### config.mk
export PLATFORM = sky130hd
export DESIGN_NAME = controle_multiciclo
export DESIGN_NICKNAME = d
export VERILOG_FILES = /design/src/rtl/controle_multiciclo.sv
export SDC_FILE = /design/constraint.sdc
export NUM_CORES = 1
export LEC_CHECK = 0
export CAP_MARGIN = 10
export CORE_ASPECT_RATIO = 1.1
export CORE_MARGIN = 1
export CORE_UTILIZATION = 28
export CTS_BUF_LIST = sky130_fd_sc_hd__clkbuf_16
export DETAILED_ROUTE_END_ITERATION = 10
export GPL_TIMING_DRIVEN = 0
export MAX_ROUTING_LAYER = met4
export PLACE_DENSITY_LB_ADDON = 0.12
export SLEW_MARGIN = 20
export SYNTH_ARGS = -nofsm -noshare
export SYNTH_HDL_FRONTEND = slang
export SYNTH_SLANG_ARGS = --single-unit
### constraint.sdc
create_clock -name clk -period 1.9 [get_ports clk]
set_clock_uncertainty 0.2 [all_clocks]
set_input_delay 0.285 -clock clk [delete_from_list [all_inputs] [get_ports clk]]
set_output_delay 0.285 -clock clk [all_outputs]
set_load 0.02 [all_outputs]
### src/rtl/controle_multiciclo.sv
// Multicycle control FSM for the RV64I-subset datapath: one instruction in flight, Moore-decoded strobes.
// Optional macro WAIT_STATE_EN: FETCH, MEM_READ and MEM_WRITE stall until mem_ready.
`default_nettype none

module controle_multiciclo (
   input  logic        clk,
   input  logic        reset,
   input  logic [31:0] IMemOut,
   input  logic        mem_ready,
   output logic        PCWrite,
   output logic        PCWriteCond,
   output logic        BranchNe,
   output logic        PCSource,
   output logic        IRWrite,
   output logic        MemRead,
   output logic        MemWrite,
   output logic        RegWrite,
   output logic [1:0]  MemToReg,
   output logic        ALUSrcA,
   output logic [1:0]  ALUSrcB,
   output logic [1:0]  ALUOp,
   output logic        Halted,
   output logic [3:0]  State
);

   typedef enum logic [3:0] {
      S_RESET     = 4'd0,
      S_FETCH     = 4'd1,
      S_DECODE    = 4'd2,
      S_EXEC_R    = 4'd3,
      S_EXEC_I    = 4'd4,
      S_MEM_ADDR  = 4'd5,
      S_MEM_READ  = 4'd6,
      S_WB_LOAD   = 4'd7,
      S_MEM_WRITE = 4'd8,
      S_WB_ALU    = 4'd9,
      S_BRANCH    = 4'd10,
      S_LUI       = 4'd11,
      S_HALT      = 4'd12
   } state_t;

   localparam logic [6:0] OP_R      = 7'b0110011;
   localparam logic [6:0] OP_I      = 7'b0010011;
   localparam logic [6:0] OP_LOAD   = 7'b0000011;
   localparam logic [6:0] OP_STORE  = 7'b0100011;
   localparam logic [6:0] OP_BRANCH = 7'b1100011;
   localparam logic [6:0] OP_LUI    = 7'b0110111;

   state_t     state;
   logic       branch_ne_q;
   logic       mem_done;
   logic [6:0] opcode;
   logic [2:0] funct3;

   assign opcode = IMemOut[6:0];
   assign funct3 = IMemOut[14:12];

`ifdef WAIT_STATE_EN
   assign mem_done = mem_ready;
   logic unused_inputs;
   assign unused_inputs = ^{IMemOut[31:15], IMemOut[11:7]};
`else
   assign mem_done = 1'b1;
   logic unused_inputs;
   assign unused_inputs = ^{mem_ready, IMemOut[31:15], IMemOut[11:7]};
`endif

   always_ff @(posedge clk or negedge reset) begin
      if (!reset) begin
         state       <= S_RESET;
         branch_ne_q <= 1'b0;
      end else begin
         case (state)
            S_RESET:     state <= S_FETCH;
            S_FETCH:     if (mem_done) state <= S_DECODE;
            S_DECODE: begin
               // funct3[0] distinguishes bne from beq; held until the BRANCH cycle
               branch_ne_q <= funct3[0];
               case (opcode)
                  OP_R:               state <= S_EXEC_R;
                  OP_I:               state <= S_EXEC_I;
                  OP_LOAD, OP_STORE:  state <= S_MEM_ADDR;
                  OP_BRANCH:          state <= (funct3[2:1] == 2'b00) ? S_BRANCH : S_HALT;
                  OP_LUI:             state <= S_LUI;
                  default:            state <= S_HALT;
               endcase
            end
            S_EXEC_R:    state <= S_WB_ALU;
            S_EXEC_I:    state <= S_WB_ALU;
            S_WB_ALU:    state <= S_FETCH;
            S_MEM_ADDR:  state <= (opcode == OP_LOAD) ? S_MEM_READ : S_MEM_WRITE;
            S_MEM_READ:  if (mem_done) state <= S_WB_LOAD;
            S_WB_LOAD:   state <= S_FETCH;
            S_MEM_WRITE: if (mem_done) state <= S_FETCH;
            S_BRANCH:    state <= S_FETCH;
            S_LUI:       state <= S_FETCH;
            default:     state <= S_HALT;
         endcase
      end
   end

   always_comb begin
      PCWrite     = 1'b0;
      PCWriteCond = 1'b0;
      BranchNe    = 1'b0;
      PCSource    = 1'b0;
      IRWrite     = 1'b0;
      MemRead     = 1'b0;
      MemWrite    = 1'b0;
      RegWrite    = 1'b0;
      MemToReg    = 2'b00;
      ALUSrcA     = 1'b0;
      ALUSrcB     = 2'b00;
      ALUOp       = 2'b00;
      Halted      = 1'b0;
      case (state)
         S_FETCH: begin
            // PC and IR load only on the completing cycle so a stalled fetch advances PC once
            MemRead = 1'b1;
            IRWrite = mem_done;
            PCWrite = mem_done;
            ALUSrcB = 2'b01;
         end
         S_DECODE:    ALUSrcB = 2'b11;
         S_EXEC_R: begin
            ALUSrcA = 1'b1;
            ALUOp   = 2'b10;
         end
         S_EXEC_I: begin
            ALUSrcA = 1'b1;
            ALUSrcB = 2'b10;
            ALUOp   = 2'b10;
         end
         S_MEM_ADDR: begin
            ALUSrcA = 1'b1;
            ALUSrcB = 2'b10;
         end
         S_MEM_READ:  MemRead = 1'b1;
         S_WB_LOAD: begin
            RegWrite = 1'b1;
            MemToReg = 2'b01;
         end
         S_MEM_WRITE: MemWrite = 1'b1;
         S_WB_ALU:    RegWrite = 1'b1;
         S_BRANCH: begin
            PCWriteCond = 1'b1;
            PCSource    = 1'b1;
            ALUSrcA     = 1'b1;
            ALUOp       = 2'b01;
            BranchNe    = branch_ne_q;
         end
         S_LUI: begin
            RegWrite = 1'b1;
            MemToReg = 2'b10;
         end
         S_HALT:      Halted = 1'b1;
         default: ;
      endcase
   end

   assign State = state;

endmodule

`default_nettype wire

==> insert_results.sql <==
INSERT INTO impl_metrics (metric_group, metric, value, unit) VALUES
('cts', 'ctsHtreeMaxLevel', '1', ''),
('synthesis', 'seq_area_frac_synth', '23.8', '%'),
('grt', 'wire_length_of_the_first_global_routing_pass', '2330', 'um'),
('hold_path', 'min-delay-path-class', 'in -> async', ''),
('routing', 'drc', '7', ''),
('layout', 'layoutNonFillerInstCount', '133', ''),
('layout', 'drive_above_1_share', '46.1', '%'),
('power', 'sw_frac_of_total', '40.8', '%'),
('cts', 'clock_tree_from_tritoncts', 'yes', ''),
('floorplan', 'initial_utilization', '29.6', '%'),
('sta', 'hold_viol_final', '0', ''),
('floorplan', 'die_width', '43.4', 'um'),
('power', 'power_report.internal_total', '1.05', 'mW'),
('setup_path', 'timing.critical_path.from_type', 'flip-flop', ''),
('setup_path', 'regToRegEndpoint', 'State[1]', ''),
('place', 'routabilityCongestion', '0.838', ''),
('sta', 'final-max-slew-violation-count', '0', ''),
('layout', 'most_common_library_cell_in_the_layout_ignoring_fill_and_taps', 'buf_4', ''),
('synthesis', 'synth.largest_area_cell', 'dfrtp_1', ''),
('sta', 'final_min_period_over_clock_period', '97.2', '%'),
('flow_run', 'cap_viol_max_count', '0', ''),
('layout', 'final-seq-area', '128', 'um^2'),
('routing', 'detailroute.via_count', '677', ''),
('place', 'place_hpwl', '1110', 'um'),
('power', 'power.share.clock', '19.0', '%'),
('cts', 'cts_inserted_buffers', '3', ''),
('cts', 'cts.reportedPaths.clkPinSlew', '0.03', 'ns'),
('layout', 'syn_to_final_growth', '101', '%'),
('setup_path', 'worst_r2r_path_depth', '4', ''),
('layout', 'final_nets', '151', ''),
('setup_path', 'crit_required', '1.41', 'ns'),
('power', 'combPwrFrac', '69.0', '%'),
('floorplan', 'core.rowCount', '16', ''),
('power', 'vdd_drop_max', '0.767', 'mV'),
('routing', 'detail_route.vias_per_cell', '5.09', ''),
('grt', 'first_global_vias', '533', ''),
('floorplan', 'dieArea', '2060', 'um^2'),
('sta', 'finalWorstPathRequiredPeriod', '1.85', 'ns'),
('cts', 'cts_root_buffer', 'clkbuf_16', ''),
('synthesis', 'synth-edff-count', '0', ''),
('grt', 'grt_start_max_net_pins', '11', ''),
('routing', 'wire_per_inst', '11.9', 'um'),
('grt', 'grt_antenna_before_repair', '0', ''),
('synthesis', 'ffs_w_async_s_r_synth', '100', '%'),
('synthesis', 'synth_flop_cell', 'dfrtp_1', ''),
('place', 'port-buffer-count', '31', ''),
('synthesis', 'yosys.cell_types.count', '29', ''),
('power', 'cellPowerDensity', '1680', 'nW/um^2'),
('setup_path', 'reg2reg_slack', '0.36', 'ns'),
('outcome', 'status', 'finished with violations', ''),
('floorplan', 'ioPinCount', '55', ''),
('setup_path', 'worst_ep_arrival_time', '1.36', 'ns'),
('layout', 'most_frequent_cells_in_the_layout', '18 x buf_4, 15 x clkdlybuf4s50_1, 6 x nor2_1, 6 x buf_2', ''),
('synthesis', 'synthTopCellsByArea', 'dfrtp_1 24%, nand2b_1 8.3%, nor2_1 6.4%, buf_4 5.7%, nor3_1 4.8%', ''),
('synthesis', 'syn_area_per_cell', '7.63', 'um^2'),
('setup_path', 'crit_start', 'State[1]', ''),
('grt', 'global_route.usage.total', '15.8', '%'),
('setup_path', 'critical_path.endpoint', 'ALUSrcB[0]', ''),
('routing', 'drt.antenna.violating_nets', '0', ''),
('grt', 'final_global_route_overflow_total', '0', ''),
('sta', 'slew_at_the_pin_closest_to_its_max_slew_limit', '0.316', 'ns'),
('floorplan', 'coreArea', '1780', 'um^2'),
('layout', 'final_util', '59.3', '%'),
('cts', 'max-clock-path-buffers', '2', ''),
('layout', 'multi_input_comb_area', '390', 'um^2'),
('synthesis', 'synth_top_cell_area_share', '23.8', '%'),
('routing', 'dr.pass1.iters', '9', ''),
('routing', 'first_iter_violations', '24', ''),
('cts', 'post_cts_hold_buffer_count', '0', ''),
('synthesis', 'synth_warnings', '0', ''),
('outcome', 'violations', 'DRC', '');
-- worst max-delay path: stages, from the launching register on --
cell     delay (ns)
dfrtp_1        0.39
buf_6          0.14
and2b_2        0.27
nor2_2         0.07
nor3_2         0.11
buf_4          0.16
-- stage by stage --
step,TNS (ns),instance area (um^2),worst slack [ns],power (mW),hold slack [ns]
floorplan,-0.00179,529,-0.00179,0.818,-0.211
global placement,-3.54,862,-0.331,1.20,0.319
detailed placement,-3.42,862,-0.335,1.21,0.321
CTS,-0.0242,966,-0.0169,1.60,0.0863
global route,-0.0518,1060,-0.0158,1.89,0.113
finish,0,1060,0.0534,1.77,0.0798
-- worst min-delay path by stage --
stage,end,depth (start not counted),slack (ns)
finish,branch_ne_q,1,0.08
global placement,State[1],1,0.32
CTS,State[1],1,0.09
global route,State[1],1,0.11
detailed placement,State[1],1,0.32
floorplan,State[0],0,-0.21
-- per-layer routing --
| metal | vias to the layer above | routed length (um) | track usage [%] |
|---|---|---|---|
| met4 | 0 | 0 | 5.63 |
| met5 | - | 0 | - |
| met1 | 317 | 657 | 19.1 |
| met3 | 0 | 64 | 2.26 |
| li1 | 335 | - | - |
| met2 | 25 | 856 | 27.3 |
-- Yosys cell counts, types with 2 or more instances --
library cell,number
dfrtp_1,5
buf_2,2
nand3_1,3
a21oi_1,4
o21ai_0,2
nor2b_1,2
mux2i_1,2
nand2_1,5
a31o_2,2
o22ai_1,2
nor3_1,5
nor2_1,9
buf_4,4
nand2b_1,7
-- final cells by class --
cell class / instances / area share, %
flip-flops and latches: 5 / 12.1
well taps: 18 / 2.13
inverters: 1 / 0.355
repair buffers: 43 / 35.7
clock inverters: 1 / 0.355
plain buffers: 6 / 5.33
multi-input cells: 56 / 36.9
clock buffers: 3 / 7.10
-- flip-flops by register name (all words and copies together), names as in the netlist --
register,cells
State,4
branch_ne_q,1
-- power by group through the flow --
stage | Sequential [mW] | Combinational [mW] | Clock (mW)
after global placement | 0.203 | 1.00 | 0
after floorplan | 0.234 | 0.584 | 0
final | 0.213 | 1.22 | 0.336
after global routing | 0.220 | 1.32 | 0.346
after detailed placement | 0.201 | 1.01 | 0
after CTS | 0.218 | 1.05 | 0.340
-- what timing repair did --
action | 4_1_cts | 5_1_grt
gates cloned | 0 | 0
buffers inserted | 2 | 10
resized for setup | 75 | 10
pin swaps | 0 | 1
setup endpoints to repair | 16 | 11
-- cells by family (layout without fill, tap and decap cells) --
| logic type | Yosys count | in the layout | share of synthesized area [%] |
|---|---|---|---|
| AOI/OAI and AO/OA | 13 | 13 | 17.1 |
| DFF | 5 | 5 | 23.8 |
| buffers and inverters | 8 | 54 | 10.5 |
| and+or+nand+nor | 40 | 40 | 43.2 |
| muxes | 2 | 2 | 3.80 |
| xor gates and xnor gates | 1 | 1 | 1.66 |
No activity file was read; power rests on OpenSTA's default activity.
